File: config.mk
export PLATFORM = sky130hd
export DESIGN_NAME = lcd_cmd_arbiter
export DESIGN_NICKNAME = d
export VERILOG_FILES = /design/src/rtl/lcd_cmd_arbiter.sv
export SDC_FILE = /design/constraint.sdc
export NUM_CORES = 1
export LEC_CHECK = 0
export CAP_MARGIN = 20
export CORE_ASPECT_RATIO = 1.25
export CORE_UTILIZATION = 38
export DETAILED_ROUTE_END_ITERATION = 8
export GPL_TIMING_DRIVEN = 0
export PLACE_DENSITY = 0.84
export SYNTH_ARGS = -nofsm -noshare
export SYNTH_HDL_FRONTEND = slang
export SYNTH_SLANG_ARGS = --single-unit
File: constraint.sdc
create_clock -name clk -period 2.7 [get_ports clk]
set_input_delay 0.27 -clock clk [delete_from_list [all_inputs] [get_ports clk]]
set_output_delay 0.27 -clock clk [all_outputs]
set_load 0.01 [all_outputs]
File: src/rtl/lcd_cmd_arbiter.sv
// ---------------------------------------------------------------------------
// lcd_cmd_arbiter
//
// Shares one LCD character controller between NREQ command sources.
// Requests are granted round-robin. The winner's {rs, rw, data[7:0]} command
// is latched and presented on lcd_bus with lcd_enable held high until the
// controller answers with lcd_busy. The arbiter then waits for lcd_busy to
// drop before it returns to IDLE, where the next grant can be made.
//
// Optional feature (macro LCD_CMD_ARBITER_TIMEOUT_EN):
//   A TW-bit counter limits the time spent in ISSUE and WAIT_DONE to TIMEOUT
//   cycles. On expiry the arbiter aborts to IDLE and pulses timeout_err.
//   Without the macro there is no counter and timeout_err is tied low.
//
// Parameters:
//   NREQ     number of requesters (2..4)
//   TIMEOUT  abort limit in cycles (timeout feature only)
//   TW       width of the timeout counter, must hold TIMEOUT
//
// Ports:
//   clk          system clock, all logic on posedge
//   rst          synchronous active-high reset
//   req          per-requester level request
//   req_bus      packed commands, slice k = req_bus[10k+9:10k]
//   ack          one-cycle acceptance pulse to the granted requester
//   lcd_busy     busy from the LCD controller
//   lcd_enable   command strobe to the LCD controller
//   lcd_bus      latched command to the LCD controller
//   grant_id     index of the current or last granted requester
//   active       high whenever the arbiter is not IDLE
//   timeout_err  one-cycle abort pulse (0 without the timeout feature)
// ---------------------------------------------------------------------------
module lcd_cmd_arbiter #(
    parameter int NREQ    = 3,
    parameter int TIMEOUT = 1023,
    parameter int TW      = 10
) (
    input  logic                 clk,
    input  logic                 rst,
    input  logic [NREQ-1:0]      req,
    input  logic [NREQ*10-1:0]   req_bus,
    output logic [NREQ-1:0]      ack,
    input  logic                 lcd_busy,
    output logic                 lcd_enable,
    output logic [9:0]           lcd_bus,
    output logic [1:0]           grant_id,
    output logic                 active,
    output logic                 timeout_err
);

    // Catch illegal configurations at elaboration.
    if (NREQ < 2 || NREQ > 4 || TIMEOUT < 1 || TIMEOUT >= (1 << TW)) begin : g_bad_cfg
        $error("lcd_cmd_arbiter: illegal NREQ/TIMEOUT/TW combination");
    end

    typedef enum logic [1:0] {
        S_IDLE      = 2'd0,
        S_ISSUE     = 2'd1,
        S_WAIT_DONE = 2'd2
    } state_t;

    state_t          state_q, state_d;
    logic [1:0]      ptr_q, ptr_d;
    logic            en_d;
    logic [9:0]      bus_d;
    logic [1:0]      gid_d;
    logic [NREQ-1:0] ack_d;

    logic            win_found;
    logic [1:0]      win_idx;

`ifdef LCD_CMD_ARBITER_TIMEOUT_EN
    logic [TW-1:0]   cnt_q, cnt_d;
    logic            to_q, to_d;
    logic            to_hit;

    // The counter holds the number of completed cycles in the current state,
    // so the edge that would make it reach TIMEOUT is the abort edge.
    assign to_hit = (cnt_q == TW'(TIMEOUT - 1));
`endif

    // Round-robin search: start just after the last winner and take the first
    // asserted request. The last winner itself is examined last.
    always_comb begin
        int idx;
        idx       = 0;
        win_found = 1'b0;
        win_idx   = ptr_q;
        for (int i = 1; i <= NREQ; i++) begin
            idx = (int'(ptr_q) + i) % NREQ;
            if (!win_found && req[idx]) begin
                win_found = 1'b1;
                win_idx   = 2'(idx);
            end
        end
    end

    // Next-state and registered-output logic.
    always_comb begin
        state_d = state_q;
        ptr_d   = ptr_q;
        en_d    = lcd_enable;
        bus_d   = lcd_bus;
        gid_d   = grant_id;
        ack_d   = '0;
`ifdef LCD_CMD_ARBITER_TIMEOUT_EN
        cnt_d   = cnt_q;
        to_d    = 1'b0;
`endif
        case (state_q)
            S_IDLE: begin
                // A busy controller is still initialising or executing:
                // never hand it a new command.
                if (!lcd_busy && win_found) begin
                    bus_d   = req_bus[int'(win_idx)*10 +: 10];
                    gid_d   = win_idx;
                    en_d    = 1'b1;
                    state_d = S_ISSUE;
`ifdef LCD_CMD_ARBITER_TIMEOUT_EN
                    cnt_d   = '0;
`endif
                end
            end

            S_ISSUE: begin
                if (lcd_busy) begin
                    // Controller has taken the command: release the strobe,
                    // acknowledge, and demote this requester in the rotation.
                    en_d          = 1'b0;
                    ack_d[grant_id] = 1'b1;
                    ptr_d         = grant_id;
                    state_d       = S_WAIT_DONE;
`ifdef LCD_CMD_ARBITER_TIMEOUT_EN
                    cnt_d         = '0;
`endif
                end
`ifdef LCD_CMD_ARBITER_TIMEOUT_EN
                else if (to_hit) begin
                    // Abandon the command without ack; the requester still
                    // loses its turn so a stuck source cannot starve others.
                    en_d    = 1'b0;
                    to_d    = 1'b1;
                    ptr_d   = grant_id;
                    state_d = S_IDLE;
                end else begin
                    cnt_d   = cnt_q + 1'b1;
                end
`endif
            end

            S_WAIT_DONE: begin
                if (!lcd_busy) begin
                    state_d = S_IDLE;
                end
`ifdef LCD_CMD_ARBITER_TIMEOUT_EN
                else if (to_hit) begin
                    to_d    = 1'b1;
                    state_d = S_IDLE;
                end else begin
                    cnt_d   = cnt_q + 1'b1;
                end
`endif
            end

            default: begin
                en_d    = 1'b0;
                state_d = S_IDLE;
            end
        endcase
    end

    always_ff @(posedge clk) begin
        if (rst) begin
            state_q    <= S_IDLE;
            ptr_q      <= 2'(NREQ - 1);
            lcd_enable <= 1'b0;
            lcd_bus    <= '0;
            grant_id   <= '0;
            ack        <= '0;
`ifdef LCD_CMD_ARBITER_TIMEOUT_EN
            cnt_q      <= '0;
            to_q       <= 1'b0;
`endif
        end else begin
            state_q    <= state_d;
            ptr_q      <= ptr_d;
            lcd_enable <= en_d;
            lcd_bus    <= bus_d;
            grant_id   <= gid_d;
            ack        <= ack_d;
`ifdef LCD_CMD_ARBITER_TIMEOUT_EN
            cnt_q      <= cnt_d;
            to_q       <= to_d;
`endif
        end
    end

    assign active = (state_q != S_IDLE);

`ifdef LCD_CMD_ARBITER_TIMEOUT_EN
    assign timeout_err = to_q;
`else
    assign timeout_err = 1'b0;
`endif

endmodule

* Yosys cells after proc, flatten, opt, wreduce, memory -nomap -nowiden
Cells that the tools add are included.
** Word-level totals
- Logic and storage cells :: 65
- Bits in registers :: 20
- Input port bits :: 36
** Cells by class
- Multiply operators :: 1
- Bitwise gates (word level) :: 3
- Shift-type cells :: 1
- Reductions and logical operators :: 14
- Div/mod/pow operators :: 3
- Multiplexer cells :: 24
- Eq/ne operators :: 5
- Add/sub/neg operators :: 3
- Magnitude comparators :: 5
** Operators with widths (count)
- $lt A32 B4 Y1 const B :: 3
- $mod A32 B3 Y32 const B :: 3
- $shiftx A30 B7 Y10 :: 1
- $mux W1 :: 12
- $mux W2 :: 6
- $add A2 B2 Y3 const B :: 2
- $bmux W1 S2 :: 3
- $ne A2 B2 Y1 const B :: 3
- $pmux W2 S3 :: 1
- $reduce_and A3 Y1 :: 2
- $mul A2 B3 Y5 const B :: 1
- $logic_and A1 B1 Y1 :: 4
- $reduce_and A2 Y1 :: 2
- $add A2 B1 Y3 const B :: 1
- $logic_not A1 Y1 :: 3
- $lt A2 B3 Y1 const B :: 1
- $not A1 Y1 :: 3
- $pmux W1 S3 :: 1
- $reduce_or A3 Y1 :: 1
- $demux W1 S2 :: 1
- $eq A2 B1 Y1 const B :: 1
- $eq A2 B2 Y1 const B :: 1
- $ge A2 B1 Y1 const B :: 1
- $logic_not A2 Y1 :: 1
- $reduce_bool A2 Y1 :: 1

* Longest topological paths before layout
- Word-level depth :: 15
- Gate-level depth with buffers :: 9
- Depth with buffers taken out :: 8

* Worst setup path before layout
OpenSTA, ideal clock, no wires.
- Kind :: reg2reg
- From :: register ptr_q[0]
- To :: register lcd_bus[0]
- Path slack :: 0.311 ns
- Buffers on the path :: 1
- Data arrival time :: 2.310 ns
- Cell stages (with the launch flop) :: 10
- Required time :: 2.621 ns
- Period minus slack after synthesis :: 2.389 ns
- Cell sequence :: dfxtp_1 -> inv_1 -> ha_1 -> a22o_1 -> a211oi_2 -> nor2_1 -> o32a_1 -> or4_1 -> buf_2 -> o221ai_2
** Between the ends
- Longest elaborated chain between the ends :: 14
- Elaborated cells between the ends (all ways) :: 29
- Classes of those cells :: add/sub (3); mul (1); div (3); shift (1); mux (15); reduce/logical (6)
** Ends and longest elaborated chain
- start, declared :: RTL line 63 : logic [1:0] ptr_q, ptr_d;
- start signal, assigned :: RTL line 175 : ptr_q <= 2'(NREQ - 1);
- start signal, assigned :: RTL line 186 : ptr_q <= ptr_d;
- $add A2 B1 Y3 :: RTL line 90 : idx = (int'(ptr_q) + i) % NREQ;
- $mod A32 B3 Y32 :: RTL line 90
- $bmux W1 S2 :: RTL line 91 : if (!win_found && req[idx]) begin
- $mux W1 (implied by the code) (2 in a row) :: RTL line 91
- $mux W1 :: RTL line 91
- $logic_not A1 Y1 :: RTL line 91
- $logic_and A1 B1 Y1 :: RTL line 91
- $mux W1 :: RTL line 91
- $logic_not A1 Y1 :: RTL line 91
- $logic_and A1 B1 Y1 :: RTL line 91
- $mux W2 or $mux W1 (tied branches) :: RTL line 91
- $mul A2 B3 Y5 or $logic_and A1 B1 Y1 (tied branches) :: RTL line 115, 114
- $shiftx A30 B7 Y10 or $reduce_and A2 Y1 (tied branches)
- end signal, assigned :: RTL line 188 : lcd_bus <= bus_d;
- end, declared :: RTL line 45 : output logic [9:0] lcd_bus,
Parallel ways exist; a longest one is shown, timed or not. The select of a mux whose other input is x is not followed.
A chain may end at the register's enable or synchronous reset.

* Worst setup path in the final report
- From :: register ptr_q[1]
- To :: register lcd_bus[2]
The elaborated chain is that of the path after synthesis.

==> impl_metrics.json <==
{
  "p_leak_nw": 0.726,
  "timing.clock.skew_ns": 0.00291,
  "min_period_over_period": 0.955,
  "hold_path_class": "register to register",
  "grt_setup_unrepaired": "false",
  "maxSlewHeadroom": 0.461,
  "fmax_mhz": 388,
  "max_cap_violations": 0,
  "die_area_um2": 3320,
  "drtIter0Drc": 28,
  "dr_wl_met3_um": 172,
  "placedCellCount": 220,
  "clk_path_buf_depth": 2,
  "io_pins": 54,
  "rows": 22,
  "cts.clk_slew.worst_paths_ns": 0.11,
  "drive_gt1_frac": 0.133,
  "hold_viol": 0,
  "async_flop_share": 0,
  "crit_chain": "inv_1, ha_1, a22o_1, a211oi_2, nor2_2, o32a_1, or4_1, buf_2, o221ai_2",
  "antenna_found_initial": 0,
  "syn_to_final_growth_pct": 54.4,
  "crit_fanout": 7,
  "synth_area_per_cell_um2": 8.90,
  "critPathLaunchType": "register",
  "synthCells": 132,
  "slew_viol_final": 0,
  "synth_flop_cell": "dfxtp_1",
  "avgViaCountPerCell": 5.24,
  "drt_wl_total_um": 3010,
  "finalPower_mw": 0.828,
  "setup_tns_ns": 0,
  "die_y_um": 64.2,
  "wirelength_met1_um": 1150,
  "synth_edf_count": 0,
  "gr-total-overflow": 0,
  "portBuffers": 52,
  "power_density_nw_per_um2": 456,
  "synth_cell_types": 39,
  "grt_pass1_wl_um": 5060,
  "crit_arrival_ns": 2.81,
  "htree_levels": 1,
  "critical-path-max-stage-delay_ns": 0.46,
  "tightest_slew_ns": 0.809,
  "cts_tree": "yes",
  "synth_area_um2": 1170,
  "worstSetupPathType": "register to register",
  "crit_required_ns": 2.93,
  "topRoutingLayerUsed": "met4",
  "first_pass_iters": 4,
  "grt_usage": 0.200,
  "period_needed_ns": 2.58,
  "ys_ff_latch": 20,
  "critPathSlowestCell": "or4_1",
  "first_global_vias": 1228,
  "gp_congestion": 0.752,
  "finalSetupViolations": 0,
  "grt_max_degree": 13,
  "post_drt_wl_per_cell_um": 13.4,
  "cts_root_buf": "clkbuf_4",
  "hpwl_um": 2310,
  "ant_nets": 0,
  "cp-end-kind": "register",
  "clk_latency_ns": 0.31,
  "num_vias": 1173,
  "outcome": "complete, no violations",
  "wl_met2_um": 1630,
  "dieWidth_um": 51.7,
  "stdcell_count": 224,
  "post_cts_buffers": 0,
  "diodes": 0,
  "synth_nets": 172,
  "ys_seq_area_frac": 0.341,
  "cts_buffers": 3,
  "initial_core_util": 0.399,
  "ir_worst_vdd_mv": 0.366,
  "cts_sinks": 20,
  "num-fill-cells": 240,
  "yosysWarnings": 0,
  "core_area_um2": 2950,
  "drt_drc_violations_left": 0,
  "final_nets": 229
}
-- kinds of logic after synthesis --
logic type,count (synthesis),synth area share
buffers and inverters,19,0.0671
AO/OA/AOI/OAI,29,0.225
other,1,0.00319
flip-flops,20,0.341
XOR/XNOR,1,0.00746
adder cells (fa/ha/maj),4,0.0426
multiplexers,14,0.120
AND/OR/NAND/NOR,44,0.194
-- through the flow --
step | instance area [µm²] | hold WS, ns | worst slack, ns | utilization
2_1_floorplan | 1170 | 0.349 | 0.311 | -
4_1_cts | 1790 | 0.480 | 0.0404 | 0.609
6_report | 1810 | 0.488 | 0.122 | 0.616
3_5_place_dp | 1740 | 0.452 | 0.0380 | 0.591
3_3_place_gp | 1740 | 0.448 | 0.112 | 0.591
5_1_grt | 1810 | 0.501 | 0.00308 | 0.616
-- per-layer routing --
metal,track usage,vias to the layer above
li1,-,585
met1,0.209,545
met2,0.367,37
met3,0.0452,6
met4,0.0878,0
met5,0,-
-- cell usage after synthesis, types with 2 or more instances --
master / count / area [µm²]
dfxtp_1: 20 / 400
nand2_1: 15 / 56.3
inv_1: 14 / 52.6
mux2i_1: 13 / 130
nor2_1: 7 / 26.3
o221ai_2: 7 / 105
a21oi_1: 4 / 20.0
ha_1: 4 / 50.1
nand2b_1: 4 / 25.0
buf_2: 3 / 15.0
nor3_1: 3 / 15.0
nor3b_1: 3 / 22.5
o21ai_0: 3 / 15.0
o221ai_1: 3 / 26.3
a22oi_1: 2 / 15.0
nand3_1: 2 / 10.0
o22ai_1: 2 / 12.5
or3_1: 2 / 12.5
-- power breakdown --
part	switching, mW	internal, mW
sequential	0.0184	0.319
combinational	0.104	0.140
clock	0.0971	0.150
total	0.219	0.609
-- final timing paths --
check / from / to / slack [ns] / depth (start not counted)
setup reg to reg: ptr_q[1]$_SDFFE_PP1P_ / lcd_bus[2]$_SDFFE_PP0P_ / 0.12 / 9
hold / removal: lcd_enable$_SDFFE_PP0P_ / lcd_enable$_SDFFE_PP0P_ / 0.49 / 2
hold reg to reg: lcd_enable$_SDFFE_PP0P_ / lcd_enable$_SDFFE_PP0P_ / 0.49 / 2
setup / recovery: ptr_q[1]$_SDFFE_PP1P_ / lcd_bus[2]$_SDFFE_PP0P_ / 0.12 / 9
-- sequential cells by signal, summed over array words and instances (netlist names) --
signal,count
lcd_bus,10
ack,3
grant_id,2
ptr_q,2
state_q,2
lcd_enable,1
-- final cells by class --
class	instances	area, µm²	share of cell area
repair buffers	52	520	0.287
clock buffers	3	22.5	0.0124
well taps	36	45.0	0.0248
multi-input cells	93	714	0.394
inverters	14	52.6	0.0290
flip-flops and latches	20	403	0.222
clock inverters	1	30.0	0.0166
plain buffers	5	26.3	0.0145
-- worst max-delay path, delay by kind of cell (launching register included) --
family                     cells  cell delay (ns)
AOI/OAI and AO/OA              4             1.04
adders and majority gates      1             0.24
buffers and inverters          2             0.28
DFF                            1             0.38
and+or+nand+nor                2             0.56
-- repair_timing --
| item | in CTS | in global routing |
|---|---|---|
| resized for setup | 0 | 7 |
| hold buffers | 0 | 0 |
| setup endpoints to repair | 0 | 8 |
-- cell usage in the layout (no fill, tap or decap), types with 4 or more instances in the layout --
master / n
nand2b_1: 4
clkdlybuf4s50_1: 52
nand2_1: 15
a21oi_1: 4
nor2_1: 6
mux2i_1: 12
dfxtp_1: 18
inv_1: 14
o221ai_2: 7
Note: power is estimated with default switching activity, not from simulation.
